### src/rtl/uart_rx_param.sv
// uart_rx_param: parametrised UART receiver.
//
// Receives asynchronous serial frames (start, DATA_BITS data LSB first,
// optional parity, STOP_BITS stop bits) using mid-bit sampling derived from
// the system clock. Completed words are presented on a valid/ready output;
// a frame that completes while a previous word is still unaccepted is
// dropped and flagged with a one-cycle overrun pulse.
//
// Parameters:
//   CLKS_PER_BIT  system clocks per bit period (>= 8)
//   DATA_BITS     data bits per frame (5..9)
//   PARITY        0 = none, 1 = odd, 2 = even
//   STOP_BITS     1 or 2
//
// Ports:
//   clock        system clock, rising edge
//   reset        synchronous active-high reset
//   uartRxPin    asynchronous serial input, idles high
//   data         received word (valid-qualified)
//   valid        word available, held until accepted
//   ready        consumer accepts on valid && ready
//   parityError  parity mismatch for current word (valid-qualified)
//   frameError   a stop bit was sampled low (valid-qualified)
//   overrun      one-cycle pulse: a completed frame was dropped
//   busy         receiver is not idle
//   breakDetect  (only with UART_RX_BREAK_EN) one-cycle pulse on a break
//
// Optional feature macro: UART_RX_BREAK_EN. When defined, an all-zero frame
// whose first stop sample is also low is reported on breakDetect instead of
// being delivered, and the receiver waits for the line to return high.

module uart_rx_param #(
    parameter int CLKS_PER_BIT = 104,
    parameter int DATA_BITS    = 8,
    parameter int PARITY       = 0,
    parameter int STOP_BITS    = 1
) (
    input  logic                 clock,
    input  logic                 reset,
    input  logic                 uartRxPin,
    output logic [DATA_BITS-1:0] data,
    output logic                 valid,
    input  logic                 ready,
    output logic                 parityError,
    output logic                 frameError,
    output logic                 overrun,
`ifdef UART_RX_BREAK_EN
    output logic                 breakDetect,
`endif
    output logic                 busy
);

    localparam int            CW        = $clog2(CLKS_PER_BIT);
    localparam logic [CW-1:0] FULL_LOAD = CW'(CLKS_PER_BIT - 1);
    localparam logic [CW-1:0] HALF_LOAD = CW'(CLKS_PER_BIT / 2 - 1);
    localparam logic [3:0]    LAST_BIT  = 4'(DATA_BITS - 1);
    localparam logic          LAST_STOP = 1'(STOP_BITS - 1);
    // Required XOR of data and parity bit for a correct frame.
    localparam logic          ODD       = (PARITY == 1);

    typedef enum logic [2:0] {
        S_IDLE,
        S_START,
        S_DATA,
        S_PARITY,
        S_STOP,
        S_DONE,
        S_WAIT_HIGH
    } state_t;

    state_t               state;
    logic                 sync1;
    logic                 rxs;
    logic [CW-1:0]        cnt;
    logic [3:0]           bit_idx;
    logic                 stop_idx;
    logic [DATA_BITS-1:0] shreg;
    logic                 par_err_p;
    logic                 frm_err_p;
    logic                 tick;

`ifdef UART_RX_BREAK_EN
    logic par_bit;
    logic stop0;
    logic is_break;

    assign is_break = (shreg == '0) && ((PARITY == 0) || !par_bit) && !stop0;
`endif

    assign tick = (cnt == '0);
    assign busy = (state != S_IDLE);

    always_ff @(posedge clock) begin
        if (reset) begin
            state       <= S_IDLE;
            sync1       <= 1'b1;
            rxs         <= 1'b1;
            cnt         <= '0;
            bit_idx     <= '0;
            stop_idx    <= 1'b0;
            shreg       <= '0;
            par_err_p   <= 1'b0;
            frm_err_p   <= 1'b0;
            data        <= '0;
            valid       <= 1'b0;
            parityError <= 1'b0;
            frameError  <= 1'b0;
            overrun     <= 1'b0;
`ifdef UART_RX_BREAK_EN
            par_bit     <= 1'b0;
            stop0       <= 1'b1;
            breakDetect <= 1'b0;
`endif
        end else begin
            sync1   <= uartRxPin;
            rxs     <= sync1;
            overrun <= 1'b0;
`ifdef UART_RX_BREAK_EN
            breakDetect <= 1'b0;
`endif
            // Plain accept; a delivery in DONE below overrides this.
            if (valid && ready) valid <= 1'b0;

            case (state)
                S_IDLE: begin
                    if (!rxs) begin
                        state <= S_START;
                        cnt   <= HALF_LOAD;
                    end
                end

                // Mid-start sample: a high line here means the edge was noise.
                S_START: begin
                    if (tick) begin
                        if (rxs) begin
                            state <= S_IDLE;
                        end else begin
                            state     <= S_DATA;
                            cnt       <= FULL_LOAD;
                            bit_idx   <= '0;
                            par_err_p <= 1'b0;
                            frm_err_p <= 1'b0;
                        end
                    end else begin
                        cnt <= cnt - CW'(1);
                    end
                end

                // LSB arrives first, so shifting in at the MSB leaves the
                // word right-aligned after DATA_BITS samples.
                S_DATA: begin
                    if (tick) begin
                        shreg <= {rxs, shreg[DATA_BITS-1:1]};
                        cnt   <= FULL_LOAD;
                        if (bit_idx == LAST_BIT) begin
                            state    <= (PARITY != 0) ? S_PARITY : S_STOP;
                            stop_idx <= 1'b0;
                        end else begin
                            bit_idx <= bit_idx + 4'd1;
                        end
                    end else begin
                        cnt <= cnt - CW'(1);
                    end
                end

                S_PARITY: begin
                    if (tick) begin
                        par_err_p <= ((^shreg) ^ rxs) != ODD;
`ifdef UART_RX_BREAK_EN
                        par_bit   <= rxs;
`endif
                        cnt       <= FULL_LOAD;
                        stop_idx  <= 1'b0;
                        state     <= S_STOP;
                    end else begin
                        cnt <= cnt - CW'(1);
                    end
                end

                // Leave at the middle of the last stop bit so a following
                // start edge is never missed.
                S_STOP: begin
                    if (tick) begin
                        if (!rxs) frm_err_p <= 1'b1;
`ifdef UART_RX_BREAK_EN
                        if (stop_idx == 1'b0) stop0 <= rxs;
`endif
                        cnt <= FULL_LOAD;
                        if (stop_idx == LAST_STOP) begin
                            state <= S_DONE;
                        end else begin
                            stop_idx <= 1'b1;
                        end
                    end else begin
                        cnt <= cnt - CW'(1);
                    end
                end

                S_DONE: begin
                    state <= S_IDLE;
`ifdef UART_RX_BREAK_EN
                    if (is_break) begin
                        breakDetect <= 1'b1;
                        state       <= S_WAIT_HIGH;
                    end else
`endif
                    if (!valid || ready) begin
                        data        <= shreg;
                        parityError <= par_err_p;
                        frameError  <= frm_err_p;
                        valid       <= 1'b1;
                    end else begin
                        overrun <= 1'b1;
                    end
                end

                S_WAIT_HIGH: begin
                    if (rxs) state <= S_IDLE;
                end

                default: state <= S_IDLE;
            endcase
        end
    end

endmodule
### config.mk
export PLATFORM = sky130hd
export DESIGN_NAME = uart_rx_param
export DESIGN_NICKNAME = d
export VERILOG_FILES = /design/src/rtl/uart_rx_param.sv
export SDC_FILE = /design/constraint.sdc
export NUM_CORES = 1
export LEC_CHECK = 0
export CORE_UTILIZATION = 60
export CTS_BUF_LIST = sky130_fd_sc_hd__clkbuf_4 sky130_fd_sc_hd__clkbuf_8
export DETAILED_ROUTE_END_ITERATION = 12
export PLACE_DENSITY = 0.83
export SLEW_MARGIN = 20
export SYNTH_ARGS = -nofsm -noshare
export SYNTH_HDL_FRONTEND = slang
export SYNTH_SLANG_ARGS = --single-unit
### constraint.sdc
create_clock -name clock -period 4.2 [get_ports clock]
set_input_delay 1.26 -clock clock [delete_from_list [all_inputs] [get_ports clock]]
set_output_delay 1.26 -clock clock [all_outputs]
set_load 0.02 [all_outputs]
==> impl_metrics.yaml, run 1 <==
setup_path:
  rrSetupSlack_ps: 2120
  required_ps: 2940
  r2r_cells: 5
  crit_path_max_fanout: 16
  end_kind: "primary output"
  r2r-start: "state[1]"
  path_class: "reg2out"
  r2r_end: "bit_idx[3]"
  crit_arrival_ps: 1860
  cp-start-kind: "register"
power:
  intPower_w: 0.000482
  p_seq_share_pct: 56.7
  vdd_ir_drop_max_mv: 0.282
  leakage_nw: 0.777
  clock_power_share_pct: 30.2
  power_frac_comb_pct: 13.1
  p_per_area_nw_per_um2: 329
  p_sw_share_pct: 27.6
  p_sw_w: 0.000183
flow_run:
  drv_cap: 0
clocking:
  cts_hold_buf: 0
  root_buffer: "clkbuf_4"
  clock_path_buffers: 2
  tritoncts: "built"
  post_cts_resized: 0
  post_cts_buffers: 0
  clock-sinks: 38
  worstSkewPairLatency_ps: 350
  clkSlewWorstSetupHoldPaths_ps: 110
  cts_buffers: 5
  htree_levels: 2
global_route:
  grt.total_usage_pct: 22.3
  grt_max_degree: 22
  grt_pass1_wl_um: 5670
  grt-ovfl-total: 0
  antenna_found_initial: 0
  grt_pass1_vias: 1319
logic_synthesis:
  async_reset_ff_share_pct: 0
  synth-edff-count: 0
  yosysUniqueCellTypes: 45
  netlist_top_cells_area: "dfxtp_1 43%, mux2i_1 10%, nor2_1 5.9%"
  syn_area_per_cell_sq_um: 9.05
  yosysTopAreaCell: "dfxtp_1"
  synth_flop_cell: "dfxtp_1"
  netlist_area_sq_um: 1780
  syn_inst: 197
  syn-num-nets: 204
  yosysTopAreaCellShare_pct: 42.7
  ys_warn_count: 0
  seq_area_frac_synth_pct: 42.7
  ys_ff_latch: 38
detailed_routing:
  drtPass1Iterations: 4
  wl_um: 3480
  first_iter_violations: 69
  drc: 0
  viasPerCell: 5.91
  drtAntennaViolNets: 0
  wl_per_cell_um: 14.3
  vias: 1442
cells_and_area:
  fin_area_sq_um: 2020
  nNetsFinal: 219
  layout_common_cells: "38 x dfxtp_1, 28 x nor2_1, 18 x mux2i_1"
  antenna-diode-count: 0
  area_growth_syn_to_layout_pct: 13.3
  final.fill_count: 219
  layout_commonest_cell: "dfxtp_1"
  multi_input_area_sq_um: 960
  final_layout_size_suffix_gt1_share_pct: 8.92
  seqCellArea_sq_um: 761
floorplan:
  initial_core_util_pct: 64.1
  num_rows: 19
  die_h_um: 56.5
  io_pins: 17
  die_area_sq_um: 3190
  core_area_sq_um: 2780
  die_w_um: 56.5
sta:
  slew_violations: 0
  tns_ps: 0
  setup-violations-final: 0
  fmax_mhz: 321
  clock_skew_ps: 13.6
  rsz0062_at_grt: "false"
  finalCriticalPeriod_ps: 3120
  fin_crit_sh_pct: 74.2
  slew_headroom_pct: 50.9
  worst_pin_slew_ps: 734
  hold_violations: 0
placement:
  place_hpwl_um: 2460
  port-buffer-count: 16
  post_dp_cell_area_sq_um: 1960
  place_congestion: 0.838
hold_path:
  min_path_type: "reg2reg"
  hold_start: "sync1"
  min_delay_path_depth: 1
  hold_end: "rxs"
outcome:
  status: "complete, no violations"
worst max-delay path, cell delays in order, from the launching register on:
cell             delay, ps
dfxtp_1                620
nor2_1                 200
nand2_1                100
clkdlybuf4s50_1        590
sequential cells by signal, summed over array words and instances, names as in the netlist:
name	flops
state	3
parityError	1
par_err_p	1
data	8
cnt	7
valid	1
shreg	8
overrun	1
frm_err_p	1
rxs	1
sync1	1
bit_idx	4
frameError	1
per-stage QoR:
| step | utilization, % | total power [W] | setup slack [ps] | hold slack [ps] | cells |
|---|---|---|---|---|---|
| 4_1_cts | 72.6 | 0.000669 | 1100 | 422 | 244 |
| 3_5_place_dp | 70.4 | 0.000471 | 1440 | 394 | 236 |
| 5_1_grt | 72.6 | 0.000693 | 997 | 433 | 244 |
| 2_1_floorplan | - | 0.000452 | 1970 | 389 | 197 |
| 6_report | 72.6 | 0.000665 | 1080 | 419 | 244 |
| 3_3_place_gp | 70.4 | 0.000466 | 1480 | 395 | 236 |
worst max-delay path by stage:
stage	from	to	slack [ps]	cells after the start
2_1_floorplan	state[1]	busy	1970	3
3_3_place_gp	reset	data[2]	1480	3
3_5_place_dp	reset	data[1]	1440	3
4_1_cts	state[1]	busy	1100	3
5_1_grt	state[1]	busy	1000	3
6_report	state[1]	busy	1080	3
synthesized netlist by cell type (2+ instances only):
cell type and count:
o31ai_1 2, nand3_1 3, or2_2 3, a31oi_1 2
nand2b_1 2, a211oi_1 2, inv_1 6, or3_1 2
nor2b_1 3, xnor2_1 5, nand3b_1 3, and2_1 4
o31a_1 2, a21o_1 2, nor3_1 2, or4_1 2
a221oi_1 2, clkbuf_1 8, o21ai_0 8, nand2_1 11
nand4_1 2, dfxtp_1 38, buf_2 2, ha_1 3
mux2i_1 18, nor2_1 28, a22oi_1 2, a21oi_1 13
cell families after synthesis:
group,count (synthesis),synth area share [%]
simple gates,71,20.9
compound gates,44,16.5
flops,38,42.7
mux,18,10.1
buf+inv,16,3.51
xor+xnor,7,4.21
fa+ha+maj,3,2.11
area by class of cell:
cell class	instances	share of cell area (%)
clock inverters	2	0.619
repair buffers	18	8.67
inverters	6	1.11
clock buffers	6	2.54
well taps	31	1.92
flip-flops and latches	38	37.6
multi-input cells	143	47.5
power by group through the flow:
stage	registers, W	clock network, W	logic (W)
2_1_floorplan	0.000381	0	0.0000705
3_3_place_gp	0.000385	0	0.0000814
3_5_place_dp	0.000386	0	0.0000856
4_1_cts	0.000377	0.000205	0.0000865
5_1_grt	0.000379	0.000219	0.0000945
6_report	0.000377	0.000201	0.0000870
layer usage:
layer	up-vias	wire length [um]	share of wire [%]	GRT usage, %
li1	726	-	-	-
met4	0	36	1.0	5.23
met1	679	1570	45	26.6
met2	32	1720	50	39.5
met3	5	154	4.4	6.22
met5	-	0	0	0
No activity file was read; power rests on OpenSTA's default activity.
==> inputs of run 2 (changes only) <==
CORE_UTILIZATION = 53   (was 60)
PLACE_DENSITY = 0.78   (was 0.83)
clock period = 2.8 ns   (was 4.2 ns; I/O delays follow)
==> run 2 against run 1 <==
Global-route usage decreased by 0.31 points. Sequential power up 50%. Sequential share of layout area is 0.36 points lower. First-iteration DRC count decreased by 20%. Clock-buffer cell count grew 1. Critical path depth is the same. Via count grew 0.49%.
==> impl_metrics.yaml, run 2 (same netlist as run 1, synthesis figures left out) <==
placement:
  port-buffer-count: 16
  place_ws_ps: 512
  place_hpwl_um: 2500
  place_congestion: 0.837
detailed_routing:
  drc: 0
  first_iter_violations: 55
  wl_per_cell_um: 13.4
  drtPass1Iterations: 4
  wl_um: 3470
  vias: 1449
  viasPerCell: 5.62
  drtAntennaViolNets: 0
sta:
  fin_ws_ps: 185
  fin_crit_sh_pct: 93.4
  worst_pin_slew_ps: 483
  fmax_mhz: 382
  setup-violations-final: 0
  slew_violations: 0
  clock_skew_ps: 6.31
  rsz0062_at_grt: "false"
  finalCriticalPeriod_ps: 2610
  hold_violations: 0
  tns_ps: 0
  hold_ws_ps: 436
  slew_headroom_pct: 67.8
clocking:
  post_cts_buffers: 0
  tritoncts: "built"
  cts_hold_buf: 0
  htree_levels: 2
  clock_path_buffers: 2
  cts_buffers: 5
  clock-sinks: 38
  root_buffer: "clkbuf_4"
  clkSlewWorstSetupHoldPaths_ps: 110
  worstSkewPairLatency_ps: 340
setup_path:
  r2r-start: "state[1]"
  path_class: "reg2out"
  cp-start-kind: "register"
  crit_arrival_ps: 1770
  path_buf_inv: 1
  r2r_end: "bit_idx[3]"
  r2r_cells: 5
  crit_family: "buffers and inverters"
  critPathMaxStageDelay_ps: 600
  rrSetupSlack_ps: 790
  path_cells: "nor2_1, nand2_1, clkdlybuf4s50_1"
  required_ps: 1960
  crit_slowest_cell: "clkdlybuf4s50_1"
  crit_path_max_fanout: 12
  end_kind: "primary output"
hold_path:
  hold_start: "sync1"
  hold_end: "rxs"
  min_path_type: "reg2reg"
  min_delay_path_depth: 1
power:
  p_per_area_nw_per_um2: 487
  leakage_nw: 0.787
  vdd_ir_drop_max_mv: 0.353
cells_and_area:
  final.fill_count: 275
  nNetsFinal: 220
  antenna-diode-count: 0
  layout_commonest_cell: "dfxtp_1"
  final_layout_size_suffix_gt1_share_pct: 10.3
  layout_common_cells: "36 x dfxtp_1, 28 x nor2_1, 18 x mux2i_1"
  area_growth_syn_to_layout_pct: 14.8
  reg_top3: "data x8, shreg x8, cnt x7"
outcome:
  status: "complete, no violations"
global_route:
  grt_max_degree: 18
  grt_pass1_vias: 1339
  grt_pass1_wl_um: 5800
  grt.total_usage_pct: 22.0
  antenna_found_initial: 0
  grt-ovfl-total: 0
floorplan:
  die_w_um: 60
  num_rows: 20
  die_h_um: 60
  io_pins: 17
  core_area_sq_um: 3130
  initial_core_util_pct: 57.0
  die_area_sq_um: 3600
flow_run:
  drv_cap: 0
run 2: cell types whose count changed in the layout (fill, tap and decap cells not counted):
cell,delta
buf_4,+1
clkbuf_4,+1
clkinvlp_4,-1
dfxtp_1,-2
dfxtp_2,+2
run 2: routing by layer:
metal	up-vias	wire, um	GRT usage [%]	part of all wire [%]
met4	0	73	13.0	2.1
met2	35	1750	37.9	50
met5	-	0	0	0
li1	723	-	-	-
met3	8	156	6.71	4.5
met1	683	1490	23.5	43
run 2: how the worst max path moves through the flow:
stage                  start   end  slack, ps  depth (start not counted)
floorplan           state[1]  busy        990                          3
global placement    state[1]  busy        570                          3
detailed placement  state[1]  busy        510                          3
CTS                 state[1]  busy        100                          3
global route        state[0]  busy         40                          3
finish              state[0]  busy        190                          3
run 2: final cells by class:
type                    instances  area [sq um]  share of cell area (%)
repair buffers                 19           183                    8.92
flip-flops and latches         38           763                    37.3
clock buffers                   7          58.8                    2.87
inverters                       6          22.5                    1.10
well taps                      44          55.1                    2.69
clock inverters                 1          5.00                   0.244
multi-input cells             143           960                    46.9
run 2: power breakdown:
group | internal [W] | total (W) | leakage (nW) | switching (W)
clock network | 0.000131 | 0.000302 | 0.0387 | 0.000171
logic | 0.0000515 | 0.000128 | 0.440 | 0.0000761
registers | 0.000551 | 0.000566 | 0.308 | 0.0000152
total | 0.000734 | 0.000996 | 0.787 | 0.000262
run 2: metrics by stage:
step	std cells	utilization (%)	total power, W	instance area [sq um]
floorplan	197	-	0.000678	1780
global placement	250	63.3	0.000701	1980
detailed placement	250	63.3	0.000707	1980
CTS	258	65.4	0.00101	2040
global route	258	65.4	0.00105	2050
finish	258	65.4	0.000996	2050
run 2: what timing repair did:
item,CTS,global route
endpoints found under the hold margin,0,0
resized for setup,0,2
endpoints found under the setup margin,0,1
==> inputs of run 3 (changes only) <==
SKIP_LAST_GASP = 1   (was default)
==> results of run 3 <==
The final DEF is identical to that of run 2; final timing and power are the same.
